`src/rtl/ysyx_22041207_axi_pkg.sv`:
```
// Shared types and AXI constants for the single-outstanding read master.
package ysyx_22041207_axi_pkg;

   typedef enum logic [1:0] {
      ST_IDLE = 2'd0,
      ST_AR   = 2'd1,
      ST_R    = 2'd2,
      ST_RESP = 2'd3
   } rd_state_e;

   localparam logic [1:0] RESP_OKAY   = 2'b00;
   localparam logic [1:0] RESP_EXOKAY = 2'b01;
   localparam logic [1:0] RESP_SLVERR = 2'b10;
   localparam logic [1:0] RESP_DECERR = 2'b11;

   localparam logic [1:0] BURST_INCR  = 2'b01;

   // Unsupported byte counts fall back to a full 8-byte beat.
   function automatic logic [2:0] size_to_arsize(input logic [7:0] size);
      case (size)
         8'd1:    return 3'd0;
         8'd2:    return 3'd1;
         8'd4:    return 3'd2;
         default: return 3'd3;
      endcase
   endfunction

   function automatic logic size_is_legal(input logic [7:0] size);
      return (size == 8'd1) || (size == 8'd2) || (size == 8'd4) || (size == 8'd8);
   endfunction

   // EXOKAY is an error here: this master never issues exclusive accesses.
   function automatic logic resp_is_err(input logic [1:0] resp);
      case (resp)
         RESP_OKAY:                              return 1'b0;
         RESP_EXOKAY, RESP_SLVERR, RESP_DECERR:  return 1'b1;
         default:                                return 1'b1;
      endcase
   endfunction

endpackage

```
`src/rtl/ysyx_22041207_rd_align.sv`:
```
// Extracts the addressed bytes from a 64-bit R beat, zero-extended.
module ysyx_22041207_rd_align
   import ysyx_22041207_axi_pkg::*;
(
   input  logic [63:0] rdata_i,
   input  logic [2:0]  offset_i,
   input  logic [7:0]  size_i,
   output logic [63:0] data_o
);

   logic [63:0] shifted;

   always_comb begin
      shifted = rdata_i >> {offset_i, 3'b000};
      case (size_to_arsize(size_i))
         3'd0:    data_o = {56'd0, shifted[7:0]};
         3'd1:    data_o = {48'd0, shifted[15:0]};
         3'd2:    data_o = {32'd0, shifted[31:0]};
         default: data_o = shifted;
      endcase
   end

endmodule

```
`src/rtl/ysyx_22041207_axi_rd_master.sv`:
```
// Single-beat AXI4 read master behind the IF/MEM arbiter; one read in flight.
//
//   state   | meaning
//   IDLE    | ready for a request from the arbiter
//   AR      | address phase, AR fields held until arready
//   R       | waiting for the single R beat
//   RESP    | load data/err presented until the arbiter takes it
module ysyx_22041207_axi_rd_master
   import ysyx_22041207_axi_pkg::*;
#(
   parameter int RW_DATA_WIDTH  = 64,
   parameter int RW_ADDR_WIDTH  = 64,
   parameter int AXI_DATA_WIDTH = 64,
   parameter int AXI_ADDR_WIDTH = 64,
   parameter int AXI_ID_WIDTH   = 4,
   parameter int AXI_USER_WIDTH = 1,
   parameter int AR_ID          = 0
) (
   input  logic                      clk,
   input  logic                      rst,

   input  logic                      rw_valid_i,
   output logic                      rw_ready_o,
   input  logic [RW_ADDR_WIDTH-1:0]  rw_addr_i,
   input  logic [7:0]                rw_size_i,
   output logic [RW_DATA_WIDTH-1:0]  data_read_o,
   output logic                      data_valid_o,
   input  logic                      data_ready_i,
   output logic                      err_o,

   output logic                      axi_ar_valid_o,
   input  logic                      axi_ar_ready_i,
   output logic [AXI_ADDR_WIDTH-1:0] axi_ar_addr_o,
   output logic [AXI_ID_WIDTH-1:0]   axi_ar_id_o,
   output logic [7:0]                axi_ar_len_o,
   output logic [2:0]                axi_ar_size_o,
   output logic [1:0]                axi_ar_burst_o,
   output logic [AXI_USER_WIDTH-1:0] axi_ar_user_o,

   input  logic                      axi_r_valid_i,
   output logic                      axi_r_ready_o,
   input  logic [AXI_DATA_WIDTH-1:0] axi_r_data_i,
   input  logic [1:0]                axi_r_resp_i,
   input  logic                      axi_r_last_i,
   input  logic [AXI_ID_WIDTH-1:0]   axi_r_id_i
);

   rd_state_e                state_q, state_d;
   logic [RW_ADDR_WIDTH-1:0] addr_q, addr_d;
   logic [7:0]               size_q, size_d;
   logic [63:0]              data_q, data_d;
   logic                     err_q, err_d;
   logic [63:0]              aligned;

   // RID is deliberately not checked with only one read outstanding.
   logic unused_r_id;
   assign unused_r_id = ^axi_r_id_i;

   ysyx_22041207_rd_align u_align (
      .rdata_i  (axi_r_data_i),
      .offset_i (addr_q[2:0]),
      .size_i   (size_q),
      .data_o   (aligned)
   );

   always_comb begin
      state_d = state_q;
      addr_d  = addr_q;
      size_d  = size_q;
      data_d  = data_q;
      err_d   = err_q;
      case (state_q)
         ST_IDLE: begin
            if (rw_valid_i) begin
               addr_d  = rw_addr_i;
               size_d  = rw_size_i;
               state_d = ST_AR;
            end
         end
         ST_AR: begin
            if (axi_ar_ready_i) state_d = ST_R;
         end
         ST_R: begin
            if (axi_r_valid_i) begin
               data_d  = aligned;
               err_d   = resp_is_err(axi_r_resp_i) | ~axi_r_last_i | ~size_is_legal(size_q);
               state_d = ST_RESP;
            end
         end
         ST_RESP: begin
            if (data_ready_i) state_d = ST_IDLE;
         end
         default: state_d = ST_IDLE;
      endcase
   end

   always_ff @(posedge clk) begin
      if (rst) begin
         state_q <= ST_IDLE;
         addr_q  <= '0;
         size_q  <= '0;
         data_q  <= '0;
         err_q   <= 1'b0;
      end else begin
         state_q <= state_d;
         addr_q  <= addr_d;
         size_q  <= size_d;
         data_q  <= data_d;
         err_q   <= err_d;
      end
   end

   assign rw_ready_o     = (state_q == ST_IDLE);
   assign axi_ar_valid_o = (state_q == ST_AR);
   assign axi_r_ready_o  = (state_q == ST_R);
   assign data_valid_o   = (state_q == ST_RESP);
   assign data_read_o    = RW_DATA_WIDTH'(data_q);
   assign err_o          = err_q;

   assign axi_ar_addr_o  = AXI_ADDR_WIDTH'(addr_q);
   assign axi_ar_id_o    = AXI_ID_WIDTH'(AR_ID);
   assign axi_ar_len_o   = 8'd0;
   assign axi_ar_size_o  = size_to_arsize(size_q);
   assign axi_ar_burst_o = BURST_INCR;
   assign axi_ar_user_o  = '0;

endmodule

```
`config.mk`:
```
export PLATFORM = sky130hd
export DESIGN_NAME = ysyx_22041207_axi_rd_master
export DESIGN_NICKNAME = d
export VERILOG_FILES = /design/src/rtl/ysyx_22041207_axi_pkg.sv /design/src/rtl/ysyx_22041207_rd_align.sv /design/src/rtl/ysyx_22041207_axi_rd_master.sv
export SDC_FILE = /design/constraint.sdc
export NUM_CORES = 1
export LEC_CHECK = 0
export ABC_AREA = 1
export BUFFER_PORTS_ARGS = -buffer_cell sky130_fd_sc_hd__buf_2
export CORE_UTILIZATION = 45
export DETAILED_ROUTE_END_ITERATION = 12
export PLACE_DENSITY = 0.87
export REMOVE_ABC_BUFFERS = 1
export SETUP_SLACK_MARGIN = 0.3
export SLEW_MARGIN = 20
export SYNTH_ARGS = -nofsm -noshare
export SYNTH_HDL_FRONTEND = slang
export SYNTH_SLANG_ARGS = --single-unit
```
`constraint.sdc`:
```
create_clock -name clk -period 2.3 [get_ports clk]
set_clock_uncertainty 0.05 [all_clocks]
set_input_delay 0.115 -clock clk [delete_from_list [all_inputs] [get_ports clk]]
set_output_delay 0.115 -clock clk [all_outputs]
set_load 0.02 [all_outputs]
```
==> summary.md <==
Static timing analysis puts the maximum clock frequency at 519 MHz. The area added between synthesis and finish was 40.2%. Summed over all layers, the global routing overflow is 0. The remaining number of nets flagged by the antenna check after routing came out at 0. Primary flip-flop cell chosen by synthesis mapping: sky130_fd_sc_hd__dfxtp_1. After layout, the worst path uses 83.7% of the clock period. The least setup slack across all paths after layout was 375 ps; the half-perimeter wire length after placement was 15.5 mm.

The number of pins with negative max-slew slack in the final report is 0, and the number of endpoints with negative hold slack in the final report is 0. The initial antenna violation count came out at 1. Entering global routing, the biggest net connects 88 pins. Before CTS, the worst setup slack after placement is 317 ps. The power density over cell area works out to 1130 nW/um^2. The logs give 27.6 mm for the wire length after detailed routing and 17 for the number of CTS-inserted buffers. The area occupied by registers is 2790 um^2, and the arrival time of data at the critical path endpoint is 2200 ps. The full die area was 16000 um^2; the initial cell density of the core was 46.0%. Proportion of register bits with asynchronous set or reset after synthesis: 0%. The worst hold path belongs to the class input port to flip-flop. In this run the core area contains 45 standard-cell rows.

The final period demand of the worst path was 1930 ps; the gate count after technology mapping was 1075. For the number of buffers on the longest clock path, the log shows 2. The tools report the total power as 0.0111 W. The worst setup path is of the flip-flop to flip-flop kind.

Clock-pin slew was measured on the worst setup and hold paths at 60 ps. In the final routed layout, each cell accounts on average for 17.4 um. The die is 127 um tall. The type of destination of the critical path was a flip-flop.

Setup repair after global routing left no endpoint under its margin. At the end of the flow, the number of nets in the layout was 1536. The final-layout fill cell count is 1253, and the post-synthesis area per instance is 6.50 um^2. The root buffer cell was sky130_fd_sc_hd__clkbuf_16. The number of buffers added on ports was 279; the leakage component of the power was 4.83 nW. TritonCTS built the clock tree.

The total setup buffers inserted after CTS was 0. The remaining design rule violation count was 0; the clock latency of the later-clocked register in the worst-skew pair was 420 ps. The detail-routed via count per cell was 5.63. The multi-input combinational cells in the finished layout cover a total of 3680 um^2. Excluding fillers, the count of instances in the completed layout stands at 1587. Across the run, the number of max-cap violations was 0. The count of flip-flops with a built-in enable after synthesis is 0, and the horizontal extent of the die is 127 um. STA classifies the critical path startpoint as a flip-flop. Summing over every cut layer, the via total after detailed routing is 8929. The clock sink count was 139.

The yosys synthesis warning count came out at 0. The total routing usage reported by global routing was 33.6%; the global placer's final weighted congestion was 0.851. The transition time at the pin with the least slew margin is 644 ps. For the global-route wire length before repair, the log shows 42.1 mm. The logs give 4 for the depth of the CTS H-tree and 2580 ps for the required time at the worst-slack endpoint.

The logs give 300 for the number of placed I/O pins and 0.000674 V for the highest ir drop seen on vdd. The detailed router finished its first iteration with 754 violations. Headroom to the max-slew limit came out at 57.1%. For this run, the detailed router's first-pass iteration total came to 7. Setup violations remaining at the end of the flow were counted as 0.

Along the worst path, the maximum fanout reaches 83. The placeable core region was 15200 um^2. The flow ran to the end, and the final reports show no timing, DRC or antenna violations.

Sequential area share after synthesis: 39.8%. Counting tap cells, the placed design contains a total of 1478 instances. The count of state elements after synthesis works out to 139.

The post-synthesis cell type count was 27; the fraction of final layout cells sized beyond drive strength 1 was 25.4%. The number of global-route vias before repair was 8420. In this run the cell area of the synthesized design comes to 6990 um^2.
routing by layer:
metal / vias to the layer above / track usage (%) / part of all wire (%)
li1: 4116 / - / -
met1: 4090 / 36.9 / 37
met2: 590 / 56.9 / 48
met3: 133 / 10.8 / 10
met4: 0 / 20.4 / 5.2
met5: - / 0 / 0
cell families after synthesis:
group	count (synthesis)	synth area share, %
adders and majority gates	4	0.716
DFF	139	39.8
buffers and inverters	125	8.66
AOI/OAI and AO/OA	161	11.8
and+or+nand+nor	644	38.9
other	2	0.107
metrics by stage:
stage               cell area [um^2]  hold WS, ps  TNS (ps)  utilization (%)
CTS                             9750         45.7         0             64.1
detailed placement              8370          319         0             55.1
finish                          9800         72.1         0             64.5
global placement                8370          312         0             55.1
floorplan                       6560          134   -116020                -
global route                    9800         72.3         0             64.4
flip-flops by register name, summed over array words and instances (netlist names):
| name | cells |
|---|---|
| state_q | 2 |
| size_q | 8 |
| axi_ar_addr_o | 64 |
| err_o | 1 |
| data_read_o | 64 |
cells in the mapped netlist, types with 2 or more instances:
cell / n / area share (%)
sky130_fd_sc_hd__a21oi_1: 69 / 4.9
sky130_fd_sc_hd__buf_1: 3 / 0.16
sky130_fd_sc_hd__buf_2: 31 / 2.2
sky130_fd_sc_hd__buf_4: 20 / 2.1
sky130_fd_sc_hd__buf_6: 3 / 0.48
sky130_fd_sc_hd__clkbuf_1: 37 / 2.0
sky130_fd_sc_hd__conb_1: 2 / 0.11
sky130_fd_sc_hd__dfxtp_1: 139 / 40
sky130_fd_sc_hd__ha_1: 4 / 0.72
sky130_fd_sc_hd__inv_1: 23 / 1.2
sky130_fd_sc_hd__inv_2: 7 / 0.38
sky130_fd_sc_hd__nand2_1: 292 / 16
sky130_fd_sc_hd__nand3_1: 169 / 12
sky130_fd_sc_hd__nand4_1: 6 / 0.54
sky130_fd_sc_hd__nor2_1: 163 / 8.8
sky130_fd_sc_hd__nor3_1: 3 / 0.21
sky130_fd_sc_hd__nor3_2: 5 / 0.72
sky130_fd_sc_hd__o211ai_1: 8 / 0.86
sky130_fd_sc_hd__o21ai_0: 82 / 5.9
sky130_fd_sc_hd__o22ai_1: 2 / 0.18
power breakdown:
part | switching (W) | internal, W | total (W) | leakage, nW
clock | 0.00118 | 0.00180 | 0.00298 | 0.305
sequential | 0.000336 | 0.00293 | 0.00326 | 1.14
combinational | 0.00336 | 0.00149 | 0.00485 | 3.39
total | 0.00488 | 0.00622 | 0.0111 | 4.83
timing repair:
item	CTS	global route
hold buffers	74	0
gates resized for setup	2	16
endpoints found under the setup margin	3	56
endpoints found under the hold margin	73	0
final timing paths:
check	end	slack (ps)	from	cells after the start
setup / recovery	axi_ar_addr_o[19]	370	state_q[0]	6
hold / removal	data_read_o[28]	70	axi_r_data_i[60]	5
hold reg to reg	data_read_o[51]	410	data_read_o[51]	2
setup reg to reg	axi_ar_addr_o[19]	370	state_q[0]	6
cell usage in the layout (no fill, tap or decap), drive strengths merged:
master / count
nand3: 169
o211ai: 8
o21ai: 82
ha: 4
nor3: 8
inv: 36
diode: 3
a21oi: 69
o22ai: 2
nor4: 1
clkinv: 3
nor2: 166
dfxtp: 139
nand4: 6
bufinv: 3
clkinvlp: 2
dlygate4sd3: 74
clkbuf: 19
conb: 16
buf: 295
nand2: 294
critical path, cell delays in order, from the launching register on:
cell	delay (ps)
sky130_fd_sc_hd__dfxtp_1	390
sky130_fd_sc_hd__inv_1	90
sky130_fd_sc_hd__ha_1	260
sky130_fd_sc_hd__nand2_2	130
sky130_fd_sc_hd__buf_6	440
sky130_fd_sc_hd__o21ai_0	230
sky130_fd_sc_hd__nor2_1	220
area by class of cell:
| type | count | share of cell area, % |
|---|---|---|
| Antenna cell | 3 | 0.0766 |
| Inverter | 31 | 1.24 |
| Tap cell | 188 | 2.40 |
| Timing Repair Buffer | 369 | 23.8 |
| Multi-Input combinational cell | 825 | 37.6 |
| Sequential cell | 139 | 28.4 |
| Clock inverter | 13 | 1.84 |
| Clock buffer | 19 | 4.62 |
No activity file was read; power rests on OpenSTA's default activity.
